$ cat src/rtl/addr_merge.sv
`default_nettype none
// ============================================================================
// addr_merge : two range-checked channel FIFOs merged onto one output register
//              with round-robin arbitration and sticky drop flags.
// Revision   : 1.0
// ============================================================================
module addr_merge #(
    parameter int DEPTH = 4
) (
    input  logic        clk,
    input  logic        reset,
    input  logic        valid_a,
    input  logic [7:0]  addr_a,
    input  logic [15:0] data_a,
    input  logic        valid_b,
    input  logic [7:0]  addr_b,
    input  logic [15:0] data_b,
    input  logic        out_ready,
    output logic        valid_out,
    output logic [7:0]  addr_out,
    output logic [15:0] data_out,
    output logic        src_out,
    output logic        full_a,
    output logic        full_b,
    output logic        ovf_a,
    output logic        ovf_b,
    output logic        err_a,
    output logic        err_b
);
    localparam int c_ptr_w = (DEPTH > 1) ? $clog2(DEPTH) : 1;
    localparam int c_cnt_w = c_ptr_w + 1;
    localparam logic [c_cnt_w-1:0] c_full = c_cnt_w'(DEPTH);

    logic [1:0]       w_valid;
    logic [1:0]       w_in_range;
    logic [1:0]       w_full;
    logic [1:0]       w_nonempty;
    logic [1:0]       w_pop;
    logic [1:0]       w_ovf;
    logic [1:0]       w_err;
    logic [1:0][23:0] w_beat;
    logic [1:0][23:0] w_head;
    logic             w_load;
    logic             w_grant_b;
    logic             r_valid_out;
    logic             r_src_out;
    logic             r_rr_b;
    logic [23:0]      r_beat_out;

    assign w_valid    = {valid_b, valid_a};
    assign w_in_range = {(addr_b >= 8'h40), (addr_a < 8'h40)};
    assign w_beat[0]  = {addr_a, data_a};
    assign w_beat[1]  = {addr_b, data_b};

    // Index 0 is channel A, index 1 is channel B.
    for (genvar i = 0; i < 2; i++) begin : g_fifo
        logic [23:0]        r_mem [DEPTH];
        logic [c_ptr_w-1:0] r_wr_ptr;
        logic [c_ptr_w-1:0] r_rd_ptr;
        logic [c_cnt_w-1:0] r_count;
        logic               r_ovf;
        logic               r_err;
        logic               w_push;

        // Full is judged on the registered count, so a same-edge pop never frees a slot.
        assign w_full[i]     = (r_count == c_full);
        assign w_nonempty[i] = (r_count != '0);
        assign w_push        = w_valid[i] && w_in_range[i] && !w_full[i];
        assign w_head[i]     = r_mem[r_rd_ptr];
        assign w_ovf[i]      = r_ovf;
        assign w_err[i]      = r_err;

        always_ff @(posedge clk) begin
            if (w_push) begin
                r_mem[r_wr_ptr] <= w_beat[i];
            end
        end

        always_ff @(posedge clk or posedge reset) begin
            if (reset) begin
                r_wr_ptr <= '0;
                r_rd_ptr <= '0;
                r_count  <= '0;
                r_ovf    <= 1'b0;
                r_err    <= 1'b0;
            end else begin
                if (w_push) begin
                    r_wr_ptr <= r_wr_ptr + 1'b1;
                end
                if (w_pop[i]) begin
                    r_rd_ptr <= r_rd_ptr + 1'b1;
                end
                case ({w_push, w_pop[i]})
                    2'b10:   r_count <= r_count + 1'b1;
                    2'b01:   r_count <= r_count - 1'b1;
                    default: r_count <= r_count;
                endcase
                if (w_valid[i] && !w_in_range[i]) begin
                    r_err <= 1'b1;
                end
                if (w_valid[i] && w_in_range[i] && w_full[i]) begin
                    r_ovf <= 1'b1;
                end
            end
        end
    end

    always_comb begin
        w_load    = (!r_valid_out || out_ready) && (|w_nonempty);
        w_grant_b = w_nonempty[1] && (!w_nonempty[0] || r_rr_b);
        w_pop     = '0;
        if (w_load) begin
            w_pop[w_grant_b] = 1'b1;
        end
    end

    always_ff @(posedge clk or posedge reset) begin
        if (reset) begin
            r_valid_out <= 1'b0;
            r_src_out   <= 1'b0;
            r_beat_out  <= '0;
            r_rr_b      <= 1'b0;
        end else if (w_load) begin
            r_valid_out <= 1'b1;
            r_src_out   <= w_grant_b;
            r_beat_out  <= w_head[w_grant_b];
            // The pointer only moves when a real choice between channels was made.
            if (&w_nonempty) begin
                r_rr_b <= !w_grant_b;
            end
        end else if (out_ready) begin
            r_valid_out <= 1'b0;
        end
    end

    assign valid_out            = r_valid_out;
    assign {addr_out, data_out} = r_beat_out;
    assign src_out              = r_src_out;
    assign full_a               = w_full[0];
    assign full_b               = w_full[1];
    assign ovf_a                = w_ovf[0];
    assign ovf_b                = w_ovf[1];
    assign err_a                = w_err[0];
    assign err_b                = w_err[1];

endmodule
`default_nettype wire
$ cat config.mk
export PLATFORM = sky130hd
export DESIGN_NAME = addr_merge
export DESIGN_NICKNAME = d
export VERILOG_FILES = /design/src/rtl/addr_merge.sv
export SDC_FILE = /design/constraint.sdc
export NUM_CORES = 1
export LEC_CHECK = 0
export CAP_MARGIN = 20
export CORE_ASPECT_RATIO = 2
export CORE_MARGIN = 2
export CORE_UTILIZATION = 61
export CTS_CLUSTER_SIZE = 10
export DETAILED_ROUTE_END_ITERATION = 7
export MAX_ROUTING_LAYER = met4
export PLACE_DENSITY = 0.84
export SLEW_MARGIN = 20
export SYNTH_ARGS = -nofsm -noshare
export SYNTH_HDL_FRONTEND = slang
export SYNTH_SLANG_ARGS = --single-unit
export TNS_END_PERCENT = 20
$ cat constraint.sdc
create_clock -name clk -period 5 [get_ports clk]
set_clock_uncertainty 0.1 [all_clocks]
set_input_delay 0.5 -clock clk [delete_from_list [all_inputs] [get_ports clk]]
set_output_delay 0.5 -clock clk [all_outputs]
set_load 0.01 [all_outputs]
; Word-level counts from Yosys, hierarchy flattened
; Memories as Yosys holds them, arrays and structs flattened.
; Index checks and enable logic that the tools add are counted.
[totals]
regBits = 45
ramBits = 192
in_bits = 53
output_inout_bits = 32
wordCells = 74
mem_count = 2
[memory_table]
columns = memory, words, word_bits, read_ports, rd_ports_with_merged_regs, write_ports, line_no
row1 = g_fifo[0].r_mem, 4, 24, 1, 0, 1, 57  ; logic [23:0] r_mem [DEPTH];
row2 = g_fifo[1].r_mem, 4, 24, 1, 0, 1, 57
[op_classes]
n_addsub = 8
magnitude_cmp = 4
n_eq_ne = 6
mux = 13
n_reduce_logical = 27
[op_table]
columns = op, n
row1 = 24-bit two-way mux, 2
row2 = 3-bit case mux with 2 select lines, 2
row3 = 1-bit logical AND, 11
row4 = 2-bit by 1-bit adder with 2-bit output (second input constant), 4
row5 = 8-bit by 7-bit >= comparator with 1-bit output (second input constant), 1
row6 = 8-bit by 7-bit < comparator with 1-bit output (second input constant), 1
row7 = 1-bit logical NOT, 7
row8 = 1-bit two-way mux, 7
row9 = 3-bit by 1-bit adder with 3-bit output (second input constant), 2
row10 = 3-bit == test (second input constant), 2
row11 = 2-bit nonzero test, 3
row12 = 3-bit nonzero test, 2
row13 = 3-bit by 1-bit subtractor with 3-bit output (second input constant), 2
row14 = 2-bit by 1-bit == test with 1-bit output (second input constant), 2
row15 = 2-bit == test (second input constant), 2
row16 = 3-bit AND reduction, 1
row17 = 1-bit logical OR, 2
row18 = 1-bit by 2-bit < comparator with 1-bit output (second input constant), 1
row19 = 2-bit two-way mux, 1
row20 = 2-bit OR reduction, 1
row21 = 1-bit demux with 1-bit select, 1
row22 = 1-bit >= comparator (second input constant), 1

; Depth between registers and ports, before layout
; Gate-level depths: netlist (run 1).
[depth]
depth_word = 11
mapped_depth = 11
depth_no_buf = 11

; Least setup slack after synthesis (run 1)
; No wires, ideal clock.
[synth_path]
kind = register -> register
start = register g_fifo[1].r_count[0]
end = register g_fifo[0].r_count[2]
setup_time_ns = 0.079
t_arrival_ns = 2.298
required_time_ns = 4.821
path_slack_ns = 2.523
stages_incl_launch_ff = 10
n_path_buf = 1
synth_period_minus_slack_ns = 2.477
cell_sequence = dfrtp_1 -> o31ai_1 -> clkbuf_1 -> and3_1 -> ha_1 -> inv_1 -> fa_1 -> xor2_1 -> nor2_1 -> xor2_1
[synth_via]
elab_chain_cells = 9
elab_cells_between_ends = 14
classes_between = order compare: 2 / eq/ne: 2 / mux: 4 / reduce/logical: 6
[synth_rtl]
columns = item, line_no
row1 = from (decl), 60  ; logic [c_cnt_w-1:0] r_count;
row2 = from (signal assigned), 94  ; 2'b10: r_count <= r_count + 1'b1;
row3 = from (signal assigned), 95  ; 2'b01: r_count <= r_count - 1'b1;
row4 = from (signal assigned), 96  ; default: r_count <= r_count;
row5 = 3-bit nonzero test *, 67  ; assign w_nonempty[i] = (r_count != '0);
row6 = 1-bit logical AND, 110  ; w_grant_b = w_nonempty[1] && (!w_nonempty[0] || r_rr_b);
row7 = 1-bit by 2-bit < comparator with 1-bit output (not written as such) or 1-bit >= comparator (tied branches), 113  ; w_pop[w_grant_b] = 1'b1;
row8 = 1-bit logical AND (not written as such), 113
row9 = 1-bit two-way mux (not written as such), 113
row10 = 1-bit demux with 1-bit select, 113
row11 = 2-bit two-way mux *, 112  ; if (w_load) begin
row12 = named net w_pop[0], 38  ; logic [1:0] w_pop;
row13 = 2-bit by 1-bit == test with 1-bit output or 2-bit == test (tied branches), 93  ; case ({w_push, w_pop[i]})
row14 = 3-bit case mux with 2 select lines or 2-bit nonzero test (tied branches), -
row15 = to (signal assigned), 94
row16 = to (signal assigned), 95
row17 = to (signal assigned), 96
row18 = to (decl), 60
; The timed path passes the listed nets; every way through them passes the cells marked *.
; A chain may end at the register's enable or synchronous reset.

; Final worst setup path (run 1)
[layout_path]
start = input port out_ready
end = register g_fifo[0].r_count[2]
[layout_via]
elab_chain_cells = 5
elab_cells_between_ends = 7
classes_between = eq/ne: 2 / mux: 2 / reduce/logical: 3
[layout_rtl]
columns = item, line_no
row1 = from (decl), 18  ; input logic out_ready,
row2 = 1-bit logical OR *, 109  ; w_load = (!r_valid_out || out_ready) && (|w_nonempty);
row3 = 1-bit logical AND *, 109
row4 = 2-bit two-way mux *, 112
row5 = named net w_pop[0], 38
row6 = 2-bit by 1-bit == test with 1-bit output or 2-bit == test (tied branches), 93
row7 = 3-bit case mux with 2 select lines or 2-bit nonzero test (tied branches), -
; Marked as above.

==> results of run 1 <==
## registers in the layout (all words and copies together), names as in the netlist, 4 cells and up
name / cells
g_fifo.r_mem: 192
r_beat_out: 24
g_fifo.r_count: 6
g_fifo.r_rd_ptr: 4
g_fifo.r_wr_ptr: 4
## logic make-up after synthesis
family | Yosys count | synth area share [%]
simple gates | 50 | 3.87
mux | 52 | 12.3
compound gates | 34 | 3.44
fa+ha+maj | 12 | 1.80
xor+xnor | 13 | 1.24
flops | 237 | 75.0
buf+inv | 41 | 2.37
## per-stage QoR
stage | area (µm²) | worst slack, ns | hold slack [ns]
final | 11000 | 2.10 | 0.365
after global routing | 11000 | 1.83 | 0.374
after CTS | 10900 | 2.16 | 0.371
after detailed placement | 10200 | 1.67 | 0.358
after global placement | 10200 | 1.85 | 0.339
after floorplan | 9190 | 2.52 | 0.369
## critical path, stage by stage
cell and delay [ns]:
clkdlybuf4s50_1 0.48, nand2b_1 0.78, and3_1 0.35, ha_1 0.20
inv_1 0.06, fa_1 0.37, xor2_1 0.15, nor2_1 0.14
xor2_1 0.18
## metal layers
layer  routed length, µm  up-vias  track usage [%]  share of wire (%)
li1                    -     1990                -                  -
met1                6450     2423             27.5                 36
met2               10200      203             43.0                 56
met3                 954       44             3.18                5.3
met4                 477        0             7.83                2.6
met5                   0        -                -                  0
## layout make-up
cell class | instances | area share [%]
inverters | 14 | 0.491
flip-flops and latches | 237 | 62.9
repair buffers | 92 | 8.23
clock buffers | 48 | 6.89
well taps | 195 | 2.23
clock inverters | 1 | 0.0457
multi-input cells | 161 | 19.2
## worst max path at each step
stage                          from                   end  slack [ns]  cells after the start
6_report                  out_ready  g_fifo[0].r_count[2]        2.10                      9
5_1_grt                   out_ready  g_fifo[0].r_count[2]        1.83                      9
4_1_cts                   out_ready  g_fifo[0].r_count[2]        2.16                      9
3_5_place_dp              out_ready  g_fifo[0].r_count[2]        1.67                      9
3_3_place_gp              out_ready  g_fifo[0].r_count[2]        1.85                      9
2_1_floorplan  g_fifo[1].r_count[0]  g_fifo[0].r_count[2]        2.52                      9
## placed cells by master, fill, tap and decap left out, drive strengths merged, types with 2 or more instances in the layout
| cell | instances |
|---|---|
| a21o | 2 |
| a221o | 24 |
| and2 | 8 |
| and4 | 24 |
| buf | 8 |
| clkbuf | 48 |
| clkdlybuf4s50 | 84 |
| clkinv | 2 |
| dfrtp | 45 |
| edfxtp | 192 |
| fa | 2 |
| ha | 10 |
| inv | 13 |
| mux2 | 2 |
| mux2i | 2 |
| mux4 | 48 |
| nand2b | 2 |
| nand3 | 2 |
| nor2 | 6 |
| o21ai | 3 |
| or3 | 2 |
| xnor2 | 7 |
| xor2 | 6 |
## power breakdown
| group | switching [mW] | internal [mW] | total, mW |
|---|---|---|---|
| clock | 0.698 | 1.01 | 1.71 |
| sequential | 0.271 | 2.50 | 2.77 |
| combinational | 0.786 | 0.903 | 1.69 |
| total | 1.75 | 4.41 | 6.16 |
==> impl_metrics.json, run 1 <==
{
  "overflow": 0,
  "synth_top_area_share_pct": 62.7,
  "start_kind": "primary input",
  "reg2reg_slack_ns": 2.25,
  "maxCapViolCount": 0,
  "clockRootBuffer": "clkbuf_16",
  "synth_ff_type": "edfxtp_1",
  "cp.arrival_ns": 3.23,
  "firstDrtPassIters": 5,
  "seq_area_um2": 6890,
  "drv_slew": 0,
  "syn_avg_cell_area_um2": 20.9,
  "dieArea_um2": 16100,
  "clock_latency_ns": 0.51,
  "drt_iter0_drc": 398,
  "min_path_type": "flop to flop",
  "grt_pass1_vias": 5000,
  "cp.required_ns": 5.33,
  "tightest_slew_ns": 1.08,
  "final-setup-viol-count": 0,
  "pwr_density_cell_nw_per_um2": 563,
  "reg2regPathDepth": 8,
  "start_util_pct": 62.0,
  "area_growth_pct": 19.1,
  "synth_common_cells": "192 x edfxtp_1, 46 x mux4_2, 45 x dfrtp_1",
  "status": "finished, final reports clean",
  "fillers": 885,
  "drt-total-wl_mm": 18.1,
  "vias_per_cell": 6.23,
  "postCtsResizedCells": 0,
  "num_io_pins": 85,
  "antenna_found_initial": 0,
  "critical_path_class": "primary input to flop",
  "post-synth-top-count-cell": "edfxtp_1",
  "synthCells": 439,
  "ys_seq_area_share_pct": 75.0,
  "layout.nets": 598,
  "instances_no_fill": 748,
  "p_leak_nw": 3.79,
  "rows": 63,
  "utilization_pct": 73.9,
  "vias": 4660,
  "worstReg2RegEnd": "g_fifo[0].r_count[2]",
  "post_cts_buffers": 0,
  "async_flop_share_pct": 19.0,
  "finalCritPeriodShare_pct": 58.1,
  "synth-seq-cells": 237,
  "min_from": "ovf_a",
  "port_buffers": 84,
  "reg2reg_from": "valid_out",
  "netlist_area_um2": 9190,
  "ys_top_cells_by_area": "edfxtp_1 63%, dfrtp_1 12%, mux4_2 11%",
  "end_kind": "flop",
  "multi_input_area_um2": 2100,
  "max_freq_mhz": 344,
  "cp_max_fo": 31,
  "route.detailed.drc": 0,
  "htree_levels": 1,
  "ant_nets": 0,
  "synth_cell_types": 37,
  "die_w_um": 90.8,
  "final_layout_size_suffix_gt1_share_pct": 16.8,
  "placeableCoreArea_um2": 14800,
  "cts_made_buffers": 27,
  "die_y_um": 178,
  "grt_pass1_wl_mm": 28.3,
  "total_power_mw": 6.16,
  "tns_ns": 0,
  "grt_max_degree": 46,
  "cts.clk_slew.worst_paths_ns": 0.05,
  "yosys_warnings": 0,
  "cts.sinks": 237,
  "hold_violations": 0,
  "vdd_drop_max_v": 0.000354,
  "min_period_ns": 2.90,
  "yosysTopAreaCell": "edfxtp_1",
  "relSlewSlack_pct": 28.2,
  "worst_hold_path.endpoint": "ovf_a",
  "gr-usage-all-layers_pct": 23.8,
  "holdPathStages": 1,
  "antenna_cells": 0,
  "wl_per_cell_um": 24.2,
  "postCtsHoldBufs": 0,
  "dp.final_hpwl_mm": 11.4,
  "cts_buffer_depth": 3,
  "dp_cells": 699,
  "rsz0062_at_grt": "no",
  "gp_congestion": 0.790,
  "synth_nets": 504,
  "synth-edff-count": 192,
  "cts_tree": "yes"
}
Note: power is estimated with default switching activity, not from simulation.
==> inputs of run 2 (changes only) <==
--- a/config.mk
+++ b/config.mk
@@ -8,11 +8,11 @@
 export CAP_MARGIN = 20
 export CORE_ASPECT_RATIO = 2
 export CORE_MARGIN = 2
-export CORE_UTILIZATION = 61
+export CORE_UTILIZATION = 51
 export CTS_CLUSTER_SIZE = 10
 export DETAILED_ROUTE_END_ITERATION = 7
 export MAX_ROUTING_LAYER = met4
-export PLACE_DENSITY = 0.84
+export PLACE_DENSITY = 0.75
 export SLEW_MARGIN = 20
 export SYNTH_ARGS = -nofsm -noshare
 export SYNTH_HDL_FRONTEND = slang
==> constraint.sdc (replaced) <==
create_clock -name clk -period 2.39 [get_ports clk]
set_clock_uncertainty 0.1 [all_clocks]
set_input_delay 0.239 -clock clk [delete_from_list [all_inputs] [get_ports clk]]
set_output_delay 0.239 -clock clk [all_outputs]
set_load 0.01 [all_outputs]
==> run 2 against run 1 <==
  * Final area increased by 2.8%
  * Clock power up 110%
  * Combinational power rose by 130%
  * Sequential cell count unchanged
  * First-iteration DRC count fell by 36%
  * Critical path depth unchanged
  * Global-route usage decreased by 3.5 points
  * Routed wire length increased by 0.22%
  * Critical endpoint unchanged
  * Largest power group unchanged
  * Highest routed layer unchanged
==> impl_metrics.json, run 2 (synthesis results as in run 1) <==
{
  "status": "finished, final reports clean",
  "finalCritPeriodShare_pct": 92.1,
  "crit_chain": "nor3b_2 -> and3b_1 -> inv_1 -> ha_1 -> inv_1 -> fa_1 -> xor2_1 -> nor2_1 -> xor2_1",
  "cts.clk_slew.worst_paths_ns": 0.06,
  "tns_ns": 0,
  "grt_pass1_vias": 5247,
  "dp.final_hpwl_mm": 12.0,
  "final-setup-viol-count": 0,
  "seq_area_um2": 6890,
  "cp_max_fo": 5,
  "placeableCoreArea_um2": 17700,
  "end_kind": "flop",
  "area_growth_pct": 22.5,
  "critical_path_class": "flop to flop",
  "drv_slew": 0,
  "pwr_density_cell_nw_per_um2": 1160,
  "wl_per_cell_um": 22.9,
  "vdd_drop_max_v": 0.000718,
  "timing.hold.ws_ns": 0.111,
  "overflow": 0,
  "layout.nets": 621,
  "top_regs": "g_fifo.r_mem: 192 flops, r_beat_out: 24 flops, g_fifo.r_count: 6 flops",
  "grt_pass1_wl_mm": 29.0,
  "die_w_um": 98.9,
  "clockRootBuffer": "clkbuf_16",
  "start_kind": "flop",
  "ant_nets": 0,
  "tightest_slew_ns": 0.665,
  "port_buffers": 84,
  "dp_slack_ns": -0.0367,
  "crit_family": "simple AND/OR/NAND/NOR gates",
  "final_layout_size_suffix_gt1_share_pct": 19.6,
  "firstDrtPassIters": 4,
  "min_period_ns": 2.20,
  "crit_path_top_delay_cell": "dfrtp_1",
  "placed_area_um2": 10500,
  "grt_max_degree": 46,
  "cts_buffer_depth": 3,
  "dieArea_um2": 19200,
  "vias_per_cell": 5.85,
  "drt_iter0_drc": 253,
  "cp.required_ns": 2.73,
  "gr-usage-all-layers_pct": 20.3,
  "regMostFlops": "g_fifo.r_mem",
  "layout_commonest_cell": "edfxtp_1",
  "vias": 4623,
  "rsz0062_at_grt": "no",
  "cts.sinks": 237,
  "path_buf_inv": 2,
  "rows": 69,
  "fin_area_um2": 11300,
  "p_leak_nw": 3.94,
  "postCtsResizedCells": 0,
  "post_cts_buffers": 0,
  "maxCapViolCount": 0,
  "min_path_type": "primary input to asynchronous set/reset pin",
  "route.detailed.drc": 0,
  "die_y_um": 194,
  "setup_ws_ns": 0.188,
  "layout_common_cells": "192 x edfxtp_1, 84 x clkdlybuf4s50_1, 46 x mux4_2",
  "cts_made_buffers": 27,
  "hold_violations": 0,
  "num_io_pins": 85,
  "postCtsHoldBufs": 0,
  "cts_tree": "yes",
  "start_util_pct": 51.9,
  "fillers": 1183,
  "gp_congestion": 0.807,
  "antenna_cells": 0,
  "drt-total-wl_mm": 18.1,
  "multi_input_area_um2": 2090,
  "clock_latency_ns": 0.52,
  "htree_levels": 1,
  "max_stage_delay_ns": 0.43,
  "max_freq_mhz": 454,
  "cp.arrival_ns": 2.54,
  "largest_register_ffs": 192,
  "total_power_mw": 13.1,
  "antenna_found_initial": 0,
  "relSlewSlack_pct": 55.7
}
==> run 2: final cells by class <==
cell class	instances	share of cell area [%]
tap	213	2.37
clock inverter	2	0.122
sequential	237	61.2
clock buffer	48	6.70
multi-input combinational	161	18.6
inverter	14	0.467
timing repair buffer	115	10.5
==> run 2: worst paths after layout <==
kind                                              end  slack, ns  depth (start not counted)            startpoint
worst max register to register   g_fifo[0].r_count[2]       0.19                          9  g_fifo[0].r_count[0]
worst min-delay path            g_fifo[0].r_wr_ptr[0]       0.11                          3                 reset
max in group asynchronous               r_beat_out[5]       1.63                          3                 reset
min in group clk                                err_a       0.24                          3               valid_a
worst max-delay path             g_fifo[0].r_count[2]       0.19                          9  g_fifo[0].r_count[0]
worst min register to register                  err_a       0.37                          1                 err_a
==> run 2: through the flow <==
stage	utilization [%]	cells
after floorplan	-	439
after global placement	59.3	740
after detailed placement	59.3	740
after CTS	63.6	790
after global routing	63.6	790
final	63.6	790
==> run 2: worst min-delay path: cells and delay by family <==
kind	cells	cell delay [ns]
buffers and inverters	3	0.98
==> run 2: power breakdown <==
| group | internal [mW] | switching, mW | leakage, nW |
|---|---|---|---|
| Clock | 2.12 | 1.50 | 0.366 |
| Combinational | 2.06 | 1.78 | 1.31 |
| Sequential | 5.22 | 0.381 | 2.27 |
| Total | 9.40 | 3.66 | 3.94 |
==> run 2: routing by layer <==
| layer | track usage (%) | vias to the layer above | share of wire (%) |
|---|---|---|---|
| met1 | 22.5 | 2411 | 35 |
| met3 | 2.81 | 35 | 4.4 |
| li1 | - | 2045 | - |
| met4 | 7.56 | 0 | 2.7 |
| met5 | - | - | 0 |
| met2 | 36.6 | 132 | 58 |
==> inputs of run 3 (changes only) <==
--- a/config.mk
+++ b/config.mk
@@ -11,6 +11,7 @@
 export CORE_UTILIZATION = 51
 export CTS_CLUSTER_SIZE = 10
 export DETAILED_ROUTE_END_ITERATION = 7
+export GPL_TIMING_DRIVEN = 1
 export MAX_ROUTING_LAYER = met4
 export PLACE_DENSITY = 0.75
 export SLEW_MARGIN = 20
==> results of run 3 <==
No change in the layout: final DEF, timing and power equal those of run 2.
